File: src/rtl/logic_gate_pipe.sv
// Pipelined WIDTH-bit bitwise logic unit with selectable gate and an operand-equality counter.
// Latency STAGES cycles; one global advance enable, so a stalled output freezes every stage and drops in_ready.
module logic_gate_pipe #(
    parameter int WIDTH  = 8,
    parameter int STAGES = 2,
    parameter int CNT_W  = 16
) (
    input  logic             clk,
    input  logic             rst_n,
    input  logic             in_valid,
    output logic             in_ready,
    input  logic [WIDTH-1:0] in_a,
    input  logic [WIDTH-1:0] in_b,
    input  logic [2:0]       in_op,
    output logic             out_valid,
    input  logic             out_ready,
    output logic [WIDTH-1:0] out_y,
    output logic             out_match,
    input  logic             clear_cnt,
    output logic [CNT_W-1:0] match_count
);

    localparam logic [2:0] OP_AND  = 3'd0;
    localparam logic [2:0] OP_OR   = 3'd1;
    localparam logic [2:0] OP_XOR  = 3'd2;
    localparam logic [2:0] OP_XNOR = 3'd3;
    localparam logic [2:0] OP_NAND = 3'd4;
    localparam logic [2:0] OP_NOR  = 3'd5;
    localparam logic [2:0] OP_PASS = 3'd6;

    localparam logic [CNT_W-1:0] CNT_ONE = CNT_W'(1);
    localparam logic [CNT_W-1:0] CNT_MAX = {CNT_W{1'b1}};

    logic             w_en;
    logic [WIDTH-1:0] w_y;
    logic             w_match;
    logic             w_out_xfer;

    logic             r_vld   [STAGES];
    logic [WIDTH-1:0] r_y     [STAGES];
    logic             r_match [STAGES];
    logic [CNT_W-1:0] r_cnt;

    // A bubble at the output never blocks, so the pipe only stalls on a real held beat.
    assign w_en       = !out_valid || out_ready;
    assign in_ready   = w_en;
    assign w_out_xfer = out_valid && out_ready;

    always_comb begin
        w_y = '0;
        case (in_op)
            OP_AND:  w_y = in_a & in_b;
            OP_OR:   w_y = in_a | in_b;
            OP_XOR:  w_y = in_a ^ in_b;
            OP_XNOR: w_y = ~(in_a ^ in_b);
            OP_NAND: w_y = ~(in_a & in_b);
            OP_NOR:  w_y = ~(in_a | in_b);
            OP_PASS: w_y = in_a;
            default: w_y = ~in_a;
        endcase
    end

    assign w_match = &(~(in_a ^ in_b));

    always_ff @(posedge clk or negedge rst_n) begin
        if (!rst_n) begin
            for (int s = 0; s < STAGES; s++) begin
                r_vld[s]   <= 1'b0;
                r_y[s]     <= '0;
                r_match[s] <= 1'b0;
            end
        end else if (w_en) begin
            r_vld[0]   <= in_valid;
            r_y[0]     <= w_y;
            r_match[0] <= w_match;
            for (int s = 1; s < STAGES; s++) begin
                r_vld[s]   <= r_vld[s-1];
                r_y[s]     <= r_y[s-1];
                r_match[s] <= r_match[s-1];
            end
        end
    end

    assign out_valid = r_vld[STAGES-1];
    assign out_y     = r_y[STAGES-1];
    assign out_match = r_match[STAGES-1];

    // Clear takes priority over a same-cycle matching delivery.
    always_ff @(posedge clk or negedge rst_n) begin
        if (!rst_n) begin
            r_cnt <= '0;
        end else if (clear_cnt) begin
            r_cnt <= '0;
        end else if (w_out_xfer && out_match && (r_cnt != CNT_MAX)) begin
            r_cnt <= r_cnt + CNT_ONE;
        end
    end

    assign match_count = r_cnt;

endmodule
File: config.mk
export PLATFORM = sky130hd
export DESIGN_NAME = logic_gate_pipe
export DESIGN_NICKNAME = d
export VERILOG_FILES = /design/src/rtl/logic_gate_pipe.sv
export SDC_FILE = /design/constraint.sdc
export NUM_CORES = 1
export LEC_CHECK = 0
export ABC_CLOCK_PERIOD_IN_PS = 1900
export BUFFER_PORTS_ARGS = -buffer_cell sky130_fd_sc_hd__buf_2
export CAP_MARGIN = 20
export CORE_MARGIN = 2
export CORE_UTILIZATION = 40
export CTS_BUF_LIST = sky130_fd_sc_hd__clkbuf_8
export DETAILED_ROUTE_END_ITERATION = 16
export PLACE_DENSITY = 0.69
export REMOVE_ABC_BUFFERS = 1
export SYNTH_ARGS = -nofsm -noshare
export SYNTH_HDL_FRONTEND = slang
export SYNTH_SLANG_ARGS = --single-unit
File: constraint.sdc
create_clock -name clk -period 1.9 [get_ports clk]
set_input_delay 0 -clock clk [delete_from_list [all_inputs] [get_ports clk]]
set_output_delay 0 -clock clk [all_outputs]
set_load 0.005 [all_outputs]
# Word-level counts from Yosys, hierarchy flattened
# Cells that the tools add are included.
# Widths: inputs -> output; s select.
[word_totals]
regBits = 36
inputBits = 24
[classes]
bitwise_logic = 7
n_eq_ne = 7
add_sub_neg = 1
reduce_logical = 8
n_mux = 3
[ops]
columns = ["cell", "count"]
rows = [
  ["$pmux 8 s7", 1],
  ["$mux 16", 2],
  ["$not 8->8", 4],
  ["$add 16x1->16 const B", 1],
  ["$ne 16x16->1 const B", 1],
  ["$eq 3x3->1 const B", 3],
  ["$and 8x8->8", 1],
  ["$or 8x8->8", 1],
  ["$reduce_and 8->1", 1],
  ["$xor 8x8->8", 1],
  ["$eq 3x2->1 const B", 2],
  ["$eq 3x1->1 const B", 1],
  ["$logic_and 1x1->1", 3],
  ["$logic_not 3->1", 1],
  ["$reduce_bool 2->1", 1],
  ["$logic_not 1->1", 1],
  ["$logic_or 1x1->1", 1],
]

# Longest topological paths before layout
[depth]
ltp_word = 5
mapped_depth = 6

# Least setup slack after synthesis
# No wires, ideal clock.
[synth_timing]
path_kind = "reg-to-reg"
from = "register r_cnt[0], in the netlist match_count[0]"
to = "register r_cnt[5], in the netlist match_count[5]"
synth_period_minus_slack_ns = 1.856
slack_ns = 0.044
arrival_time_ns = 1.720
path_stages_with_launch = 7
t_required_ns = 1.764
path_buffers = 1
cell_sequence = "dfrtp_1 > ha_1 > nand4_1 > nor4_1 > buf_2 > or3_2 > a21oi_1"
[synth_via]
elab_chain_len = 3
word_cells_on_any_way = 6
[synth_rtl]
columns = ["item", "line_no", "source"]
rows = [
  ["start: declaration", "42", "logic [CNT_W-1:0] r_cnt;"],
  ["start signal: assignment", "95", "r_cnt <= r_cnt + CNT_ONE;"],
  ["$add 16x1->16 or $ne 16x16->1 (tied branches)", "95, 94", ""],
  ["$mux 16 or $logic_and 1x1->1 (tied branches)", "94", "end else if (w_out_xfer && out_match && (r_cnt != CNT_MAX)) begin"],
  ["$mux 16 or $reduce_bool 2->1 (tied branches)", "n/a", ""],
]
# Parallel ways exist; a longest one is shown, timed or not. The select of a mux whose other input is x is not followed.
# A chain may end at the register's enable or synchronous reset.

# Worst setup path after layout
[layout_timing]
from = "register r_cnt[1], in the netlist match_count[1]"
to = "register r_cnt[14], in the netlist match_count[14]"
# The elaborated chain is that of the path after synthesis.

==> key figures <==
Status
  – Result of the run: completed

Critical path
  – Data arrival time of the worst path: 2.05 ns
  – Worst setup EP type: register
  – R2r worst-path depth: 5
  – Worst flop-to-flop path startpoint: match_count[1]
  – Critical register-to-register path endpoint: match_count[14]
  – Reg-to-reg setup timing slack: 0.06 ns
  – Maximum fanout along the worst path: 5
  – Crit Path Category: reg2reg
  – Required @ worst endpoint: 2.12 ns
  – CP startpoint kind: register

Hold path
  – Min-Delay Path Depth: 2
  – Hold EP: match_count[5]
  – Launch instance of the worst min-delay path: clear_cnt
  – Class of the tightest hold or removal check: in2reg

Yosys
  – Dominant register cell in the synthesized netlist: dfrtp_1
  – Post-synth top area share: 36.4%
  – Leading cell type by number of instances after synthesis: nand2_1
  – Post-synthesis sequential area ratio: 36.4%
  – Count of flip-flops with a built-in enable after synthesis: 0
  – Biggest area contributors in the synthesized netlist: dfrtp_1, ha_1, nand2_1
  – Post-synthesis async set-or-reset flop share: 100%
  – Mean post-synth cell area: 8.79 sq um
  – Synth cell types: 49
  – Synth Cell Area: 0.00248 sq mm
  – Synth Warn #: 0
  – Cell count after synthesis: 282
  – Synthesis-stage register bit count: 36
  – Yosys top cell by area: dfrtp_1
  – Most frequent cells after synthesis: nand2_1, dfrtp_1, inv_1

GRT
  – Vias in the first global route: 1970
  – First-pass GRT wire length: 8.98 mm
  – Maximum number of pins on one net before global-route repair: 37
  – Initial antenna violation count: 0
  – All-layer global routing usage: 17.0%
  – Overflow left after global routing: 0

Pwr
  – Peak supply drop: 0.305 mV
  – P_leak: 1.43 nW
  – Power per unit of standard cell area: 653 mW/mm^2
  – Pwr Total: 1.95 mW

Finish
  – ANT cells: 0
  – Layout overhead on the synthesized area: 20.8%
  – Seq. cell area: 901 sq um
  – Ratio of cells with drive above 1 in the final layout: 26.6%
  – Layout filler cell count: 613
  – Final Util: 50.2%
  – Number of nets in the final layout: 375
  – Total area of multi-input combinational cells: 0.00141 sq mm

STA
  – Finish-stage setup viols: 0
  – Worst Hold Margin: 0.0774 ns
  – Pins Over Slew Limit: 0
  – Final clock period utilization by the worst path: 96.7%
  – Max Clk Rate: 0.544 GHz
  – Period minus WS final: 1.84 ns
  – Slew HR: 47.8%
  – Worst-Margin Slew: 0.783 ns
  – Clock skew: 0.00716 ns
  – Number of endpoints with negative hold slack in the final report: 0

Detailed routing
  – Initial DRC count: 71
  – DRC violations left: 0
  – WL per Instance: 13.0 microns
  – Total routed wirelength: 5.34 mm
  – Total number of vias: 2215
  – Final ANT Viol Nets: 0
  – Via density: 5.40
  – Length of the first detailed-routing pass in iterations: 4

Place
  – Placer congestion estimate: 0.844
  – Detailed placement HPWL: 4.08 mm
  – # port buffers: 50

Die
  – Y dimension of the die: 82.7 microns
  – Horizontal die dimension: 82.7 microns
  – Area inside the core boundary: 0.00596 sq mm
  – Row count: 28
  – Total die area: 0.00684 sq mm
  – Num ports: 51
  – Starting Density: 41.6%

Clock network
  – Inserted Clock Buffers: 5
  – Clock input transition at the sequential cells of the worst setup and hold paths: 0.08 ns
  – Worst skew pair latency: 0.29 ns
  – TritonCTS clock tree: built
  – CTS max path bufs: 2
  – CTS Root Cell: clkbuf_8
  – Clock sink total: 36
  – H-tree lvl count: 2

Run
  – Max capacitance violation total: 0
## kinds of logic after synthesis
logic type | after synthesis | synth area share, %
multiplexers | 12 | 5.05
XOR/XNOR | 6 | 2.12
AND/OR/NAND/NOR | 105 | 22.6
flip-flops | 36 | 36.4
AO/OA/AOI/OAI | 60 | 17.0
buffers and inverters | 46 | 8.28
adder cells (fa/ha/maj) | 17 | 8.59
## stage by stage
| step | area (sq um) | cells | setup slack [ns] | TNS, ns |
|---|---|---|---|---|
| 3_3_place_gp | 2820 | 399 | 0.106 | 0 |
| 2_1_floorplan | 2360 | 259 | -0.487 | -4.64 |
| 4_1_cts | 2950 | 409 | 0.00458 | 0 |
| 3_5_place_dp | 2820 | 399 | 0.0418 | 0 |
| 6_report | 2990 | 410 | 0.0627 | 0 |
| 5_1_grt | 2990 | 410 | -0.00536 | -0.00701 |
## metal layers
metal	GRT usage (%)	share of wire, %	up-vias	wire length, microns
met5	0	0	-	0
met4	6.07	1.5	0	82
met3	3.80	4.8	9	256
met2	28.1	48	51	2570
met1	21.6	45	1044	2420
li1	-	-	1111	-
## area by class of cell
cell class	instances	share of cell area, %
Multi-Input combinational cell	200	47.0
Inverter	23	2.89
Clock inverter	3	1.55
Timing Repair Buffer	68	13.0
Sequential cell	36	30.1
Clock buffer	5	2.30
Tap cell	75	3.14
## flip-flops by register name, summed over array words and instances, names as in the netlist
signal       flops
r_vld            1
match_count     16
out_valid        1
r_match          1
out_match        1
r_y              8
out_y            8
## critical path: stages, from the launching register on
cell	delay, ns
dfrtp_1	0.42
ha_2	0.22
nand4_1	0.19
a211o_4	0.35
or4_1	0.41
a21oi_1	0.17
## how the worst max path moves through the flow
stage | from | endpoint | slack, ns | depth (start not counted)
finish | match_count[1] | match_count[14] | 0.06 | 5
global route | match_count[1] | match_count[8] | -0.005 | 5
CTS | match_count[1] | match_count[6] | 0.005 | 6
detailed placement | match_count[1] | match_count[6] | 0.04 | 6
global placement | match_count[1] | match_count[6] | 0.11 | 6
floorplan | match_count[0] | match_count[6] | -0.49 | 5
## power by group
group / internal [mW] / total, mW / switching, mW
Combinational: 0.175 / 0.379 / 0.204
Sequential: 0.845 / 0.888 / 0.0427
Clock: 0.395 / 0.686 / 0.291
## cell usage in the layout, fill, tap and decap left out, types with 3 or more instances in the layout
master	synthesis	final
buf_2	2	50
nand2_1	41	41
dfrtp_1	36	36
inv_1	21	21
a21oi_1	16	16
ha_1	17	16
buf_4	8	16
nor2_1	8	8
mux2i_1	8	8
nand2b_1	8	8
o31ai_1	8	8
nand3_1	8	8
o21ai_0	6	6
xnor2_1	6	6
a221oi_1	6	6
or4_1	6	6
a22o_1	5	5
clkbuf_8	0	5
nor2b_1	4	4
mux2_2	4	4
nor4_1	5	4
nor3b_1	3	3
a311oi_1	3	3
or3_1	3	3
nor4b_1	4	3
a31oi_1	3	3
o221ai_1	3	3
## timing repair
item,CTS,global route
endpoints found under the setup margin,0,7
resized for setup,0,7
hold buffers,2,0
endpoints found under the hold margin,37,0
buffers inserted,0,1
Power figures use the tool's default switching activity.
